<file path="config.mk">
export PLATFORM = sky130hd
export DESIGN_NAME = gpr_wb_queue
export DESIGN_NICKNAME = d
export VERILOG_FILES = /design/src/rtl/gpr_wb_queue.sv
export SDC_FILE = /design/constraint.sdc
export NUM_CORES = 1
export LEC_CHECK = 0
export CAP_MARGIN = 20
export CORE_MARGIN = 4
export CORE_UTILIZATION = 48
export DETAILED_ROUTE_END_ITERATION = 8
export GPL_TIMING_DRIVEN = 0
export PLACE_DENSITY = 0.77
export SETUP_SLACK_MARGIN = 0.5
export SLEW_MARGIN = 20
export SYNTH_ARGS = -nofsm -noshare
export SYNTH_HDL_FRONTEND = slang
export SYNTH_SLANG_ARGS = --single-unit
</file>
<file path="constraint.sdc">
create_clock -name clk -period 3.6 [get_ports clk]
set_clock_uncertainty 0.15 [all_clocks]
set_input_delay 0.9 -clock clk [delete_from_list [all_inputs] [get_ports clk]]
set_output_delay 0.9 -clock clk [all_outputs]
set_load 0.05 [all_outputs]
</file>
<file path="src/rtl/gpr_wb_queue.sv">
// Writeback queue in front of the GPR write port: buffers MEM/WB writes, issues one per cycle,
// and forwards every write the register file's registered read port cannot yet show.
module gpr_wb_queue #(
   parameter int DEPTH = 2,
   parameter int AW    = 1
) (
   input  logic          clk,
   input  logic          reset,
   input  logic          wb_valid,
   output logic          wb_ready,
   input  logic [4:0]    wb_rd,
   input  logic [31:0]   wb_data,
   input  logic          gpr_busy,
   output logic          gpr_we,
   output logic [4:0]    gpr_rd,
   output logic [31:0]   gpr_wdata,
   input  logic [4:0]    rs_addr,
   input  logic [4:0]    rt_addr,
   output logic          rs_hit,
   output logic [31:0]   rs_fwd,
   output logic          rt_hit,
   output logic [31:0]   rt_fwd,
   output logic [AW:0]   count
);

   logic [4:0]    q_rd   [DEPTH];
   logic [31:0]   q_data [DEPTH];
   logic [AW-1:0] head;
   logic [AW-1:0] tail;
   logic          ret_v;
   logic [4:0]    ret_rd;
   logic [31:0]   ret_data;
   logic          push;
   logic          pop;

   // Ready depends only on occupancy, so gpr_busy never reaches wb_ready combinationally.
   assign wb_ready = (count != (AW+1)'(DEPTH));
   assign push     = wb_valid & wb_ready & (wb_rd != 5'd0);
   assign pop      = (count != '0) & ~gpr_busy;

   always_ff @(posedge clk or posedge reset) begin
      if (reset) begin
         head      <= '0;
         tail      <= '0;
         count     <= '0;
         gpr_we    <= 1'b0;
         gpr_rd    <= '0;
         gpr_wdata <= '0;
         ret_v     <= 1'b0;
         ret_rd    <= '0;
         ret_data  <= '0;
      end else begin
         if (push) tail <= tail + 1'b1;
         if (pop)  head <= head + 1'b1;
         case ({push, pop})
            2'b10:   count <= count + 1'b1;
            2'b01:   count <= count - 1'b1;
            default: count <= count;
         endcase
         if (pop) begin
            gpr_we    <= 1'b1;
            gpr_rd    <= q_rd[head];
            gpr_wdata <= q_data[head];
         end else begin
            gpr_we    <= 1'b0;
         end
         ret_v    <= gpr_we;
         ret_rd   <= gpr_rd;
         ret_data <= gpr_wdata;
      end
   end

   always_ff @(posedge clk) begin
      if (push) begin
         q_rd[tail]   <= wb_rd;
         q_data[tail] <= wb_data;
      end
   end

   // Oldest source first so that each younger match overrides; result is {hit, data}.
   function automatic logic [32:0] lookup(input logic [4:0] addr);
      logic [32:0]   res;
      logic [AW-1:0] idx;
      res = '0;
      if (ret_v && (ret_rd == addr)) res = {1'b1, ret_data};
      if (gpr_we && (gpr_rd == addr)) res = {1'b1, gpr_wdata};
      for (int i = 0; i < DEPTH; i++) begin
         idx = head + AW'(i);
         if (((AW+1)'(i) < count) && (q_rd[idx] == addr)) res = {1'b1, q_data[idx]};
      end
      if (addr == 5'd0) res = '0;
      return res;
   endfunction

   always_comb begin
      {rs_hit, rs_fwd} = lookup(rs_addr);
      {rt_hit, rt_fwd} = lookup(rt_addr);
   end

endmodule
</file>
==> impl_table.tex <==
\begin{tabular}{lr}
\hline
Metric & Value \\
\hline
\multicolumn{2}{l}{\textbf{Run status}} \\
Outcome & finished with violations \\
Violated checks & negative setup slack \\
\multicolumn{2}{l}{\textbf{Worst setup path}} \\
Worst setup EP type & primary output \\
Type of the setup path with the least slack & flop to primary output \\
Sort of element at the start of the critical path & flop \\
Capture point of the critical path & rs\_fwd[30] \\
Critical R2R Capture & count[1] \\
Max FO, Critical Path & 10 \\
Cells along the critical path & buf\_12 -> mux2i\_4 -> xnor2\_1 -> nor4\_4 -> and2\_4 -> buf\_12 -> o311ai\_4 -> a21oi\_4 -> buf\_6 \\
Library cell contributing the largest single delay on the critical path & dfrtp\_2 \\
Critical path's most frequent cell & buf\_12 \\
Launching element of the worst setup path & head \\
Source of the worst register-to-register timing path & count[1] \\
Crit path buf inv count & 3 \\
Critical path depth in cells & 9 \\
Minimum setup slack among reg-to-reg paths & 730 ps \\
Worst endpoint required time & 2550 ps \\
Kind of cell adding the most delay to the critical path & simple AND/OR/NAND/NOR gates \\
R2r worst-path depth & 9 \\
Data arrival time at the worst-slack endpoint & 3050 ps \\
Delay contributed by the slowest stage of the critical path & 480 ps \\
\multicolumn{2}{l}{\textbf{Die}} \\
Num ports & 158 \\
Die Footprint & 0.0199 sq mm \\
Die X & 141 um \\
Die height & 141 um \\
Rows & 48 \\
Core region area & 0.0174 sq mm \\
Starting utilization of the core area & 0.490 \\
\multicolumn{2}{l}{\textbf{Clocking}} \\
CTS Root Cell & clkbuf\_16 \\
TritonCTS Buffers & 17 \\
Clock transition time at the flip-flop clock pins of the worst setup and hold paths & 70 ps \\
Clock tree from TritonCTS & built \\
Clock latency at the later pin of the worst-skew pair & 430 ps \\
H-tree level count & 4 \\
Count of hold buffers inserted by post-cts repair & 0 \\
Clock net sink count & 154 \\
Maximum count of clock buffers along a single path & 2 \\
\multicolumn{2}{l}{\textbf{Placement}} \\
Cell Area, Placed & 0.0121 sq mm \\
Total of buffers placed on input and output ports & 147 \\
Final HPWL from detailed placement & 21600 um \\
Final Wtd Congestion & 0.894 \\
\multicolumn{2}{l}{\textbf{Global route}} \\
Total gr overflow & 0 \\
Vias in the first global route & 8406 \\
Antenna violations before repair & 0 \\
Wire length of the first global-routing pass & 49100 um \\
GR Util All Layers & 0.323 \\
Largest net degree at the start of global routing & 32 \\
\multicolumn{2}{l}{\textbf{STA}} \\
Setup\_tns & -26910 ps \\
Final clock period utilization by the worst path & 1.14 \\
Slew @ Worst Pin & 845 ps \\
Fmax achieved & 244 MHz \\
Final Worst Setup Slack & -503 ps \\
Clock period minus worst slack & 4100 ps \\
Worst slew margin relative to its limit & 0.437 \\
RSZ-0062 raised after global routing & true \\
Final hold vios & 0 \\
Final number of max-transition violations & 0 \\
Number of setup violations in the final report & 66 \\
\multicolumn{2}{l}{\textbf{Routing}} \\
Total wire length & 35900 um \\
Number of iterations in the first detailed-routing pass & 6 \\
DRC violation count after routing & 0 \\
Via Count & 8305 \\
Final ANT Viol Nets & 0 \\
Routed wirelength normalized by instance count & 28.3 um \\
Vias per Instance & 6.53 \\
DRC violation total after the first TritonRoute iteration & 1050 \\
\multicolumn{2}{l}{\textbf{Synth}} \\
Number of register bits inferred by synthesis & 154 \\
Part of the Yosys area used for sequential elements & 0.496 \\
Fraction of registers with async set/reset & 0.519 \\
YS warnings & 0 \\
Cell count after synthesis & 788 \\
EDFF count, synth & 74 \\
Post-synthesis cell area & 0.00851 sq mm \\
Post-synth net total & 843 \\
Syn avg cell area & 10.8 sq um \\
Most frequently used flop master after synthesis & dfrtp\_1 \\
Distinct cell type count after synthesis & 37 \\
\multicolumn{2}{l}{\textbf{Power and ir drop}} \\
Share of power burned in the clock network & 0.163 \\
Power density cells & 799 mW/mm\^{}2 \\
Pleak & 5.51 nW \\
Switching part of the total & 0.461 \\
Total power of the final layout & 11.7 mW \\
Internal power summed over all cells & 6.31 mW \\
Highest ir drop seen on vdd & 0.000670 V \\
Part of the power in registers & 0.274 \\
Logic gate share of total power & 0.563 \\
Psw & 5.39 mW \\
\multicolumn{2}{l}{\textbf{Cells and area}} \\
Post-route standard cell area excluding fillers & 0.0146 sq mm \\
Final net count & 1089 \\
Number of inserted diodes & 0 \\
Fill count & 816 \\
Area taken by multi-input logic gates & 0.00592 sq mm \\
Sequential cell area in the final layout & 0.00423 sq mm \\
Post-synthesis to final-layout area growth & 72.1\% \\
Share of layout cells above drive strength 1 & 0.490 \\
\multicolumn{2}{l}{\textbf{Min path}} \\
Classification of the worst-slack hold path & flop to flop \\
\multicolumn{2}{l}{\textbf{Run}} \\
Max-capacitance violation count & 0 \\
\hline
\end{tabular}
synthesized netlist by cell type (all sizes together), types with 28 or more instances:
library cell,number,area [sq um]
a21oi,45,225
o311ai,32,280
o21ai,38,190
clkbuf,45,169
dfrtp,80,2000
and2,37,231
edfxtp,74,2220
nand3,46,230
mux2,45,507
xnor2,28,245
and3,35,219
nand2,87,329
buf,30,178
mux2i,61,618
stage by stage:
step	worst slack, ps	instances	util	hold WS (ps)
6_report	-503	1272	0.844	321
5_1_grt	-613	1272	0.844	326
4_1_cts	-413	1234	0.785	313
3_5_place_dp	-1430	1166	0.696	292
3_3_place_gp	-1400	1160	0.687	288
2_1_floorplan	-115	788	-	370
worst min-delay path by stage:
stage	startpoint	to	cells past startpoint
after global placement	gpr_wdata[13]	ret_data[13]	0
after global routing	gpr_wdata[21]	ret_data[21]	0
after detailed placement	gpr_wdata[10]	ret_data[10]	0
final	gpr_wdata[21]	ret_data[21]	0
after floorplan	tail	tail	1
after CTS	gpr_wdata[10]	ret_data[10]	0
cell usage in the layout, fill, tap and decap left out, types with 32 or more instances in the layout:
cell type / n
a21oi_4: 43
buf_4: 40
buf_6: 74
clkdlybuf4s50_1: 80
dfrtp_1: 79
edfxtp_1: 74
mux2_2: 35
mux2i_1: 34
nand2_1: 78
nand3_1: 42
o21ai_0: 38
o311ai_4: 32
power groups by stage:
stage	Sequential [mW]	Combinational [mW]	Clock [mW]
floorplan	3.68	3.06	0
global placement	3.04	5.24	0
detailed placement	3.08	5.45	0
CTS	3.09	5.99	1.88
global route	3.25	6.80	1.98
finish	3.20	6.59	1.91
kinds of logic (layout without fill, tap and decap cells):
group / Yosys count / in the layout / share of synthesized area
fa+ha+maj: 4 / 4 / 0.00588
mux: 106 / 106 / 0.132
simple gates: 228 / 228 / 0.137
flops: 154 / 154 / 0.496
xor+xnor: 44 / 44 / 0.0453
compound gates: 170 / 170 / 0.140
buf+inv: 82 / 341 / 0.0438
what timing repair did:
| item | CTS | global route |
|---|---|---|
| pin swaps | 31 | 53 |
| cloned | 2 | 7 |
| endpoints found under the setup margin | 67 | 72 |
| resized for setup | 593 | 121 |
| buffers inserted | 35 | 31 |
registers in the layout (all words and copies together) (netlist names):
signal     flops
gpr_rd         5
gpr_we         1
count          2
tail           1
q_rd          10
q_data        64
head           1
ret_rd         5
gpr_wdata     32
ret_data      32
ret_v          1
per-layer routing:
metal / GRT usage / vias to the layer above / part of all wire
li1: - / 3436 / -
met1: 0.415 / 4175 / 0.37
met2: 0.544 / 549 / 0.49
met3: 0.0624 / 145 / 0.091
met4: 0.115 / 0 / 0.047
met5: 0 / - / 0
area by class of cell:
cell class,instances,area share
timing repair buffer,228,0.184
clock buffer,19,0.0302
inverter,7,0.00231
multi-input combinational,552,0.404
tap,225,0.0192
clock inverter,13,0.0114
buffer,74,0.0602
sequential,154,0.289
No activity file was read; power rests on OpenSTA's default activity.
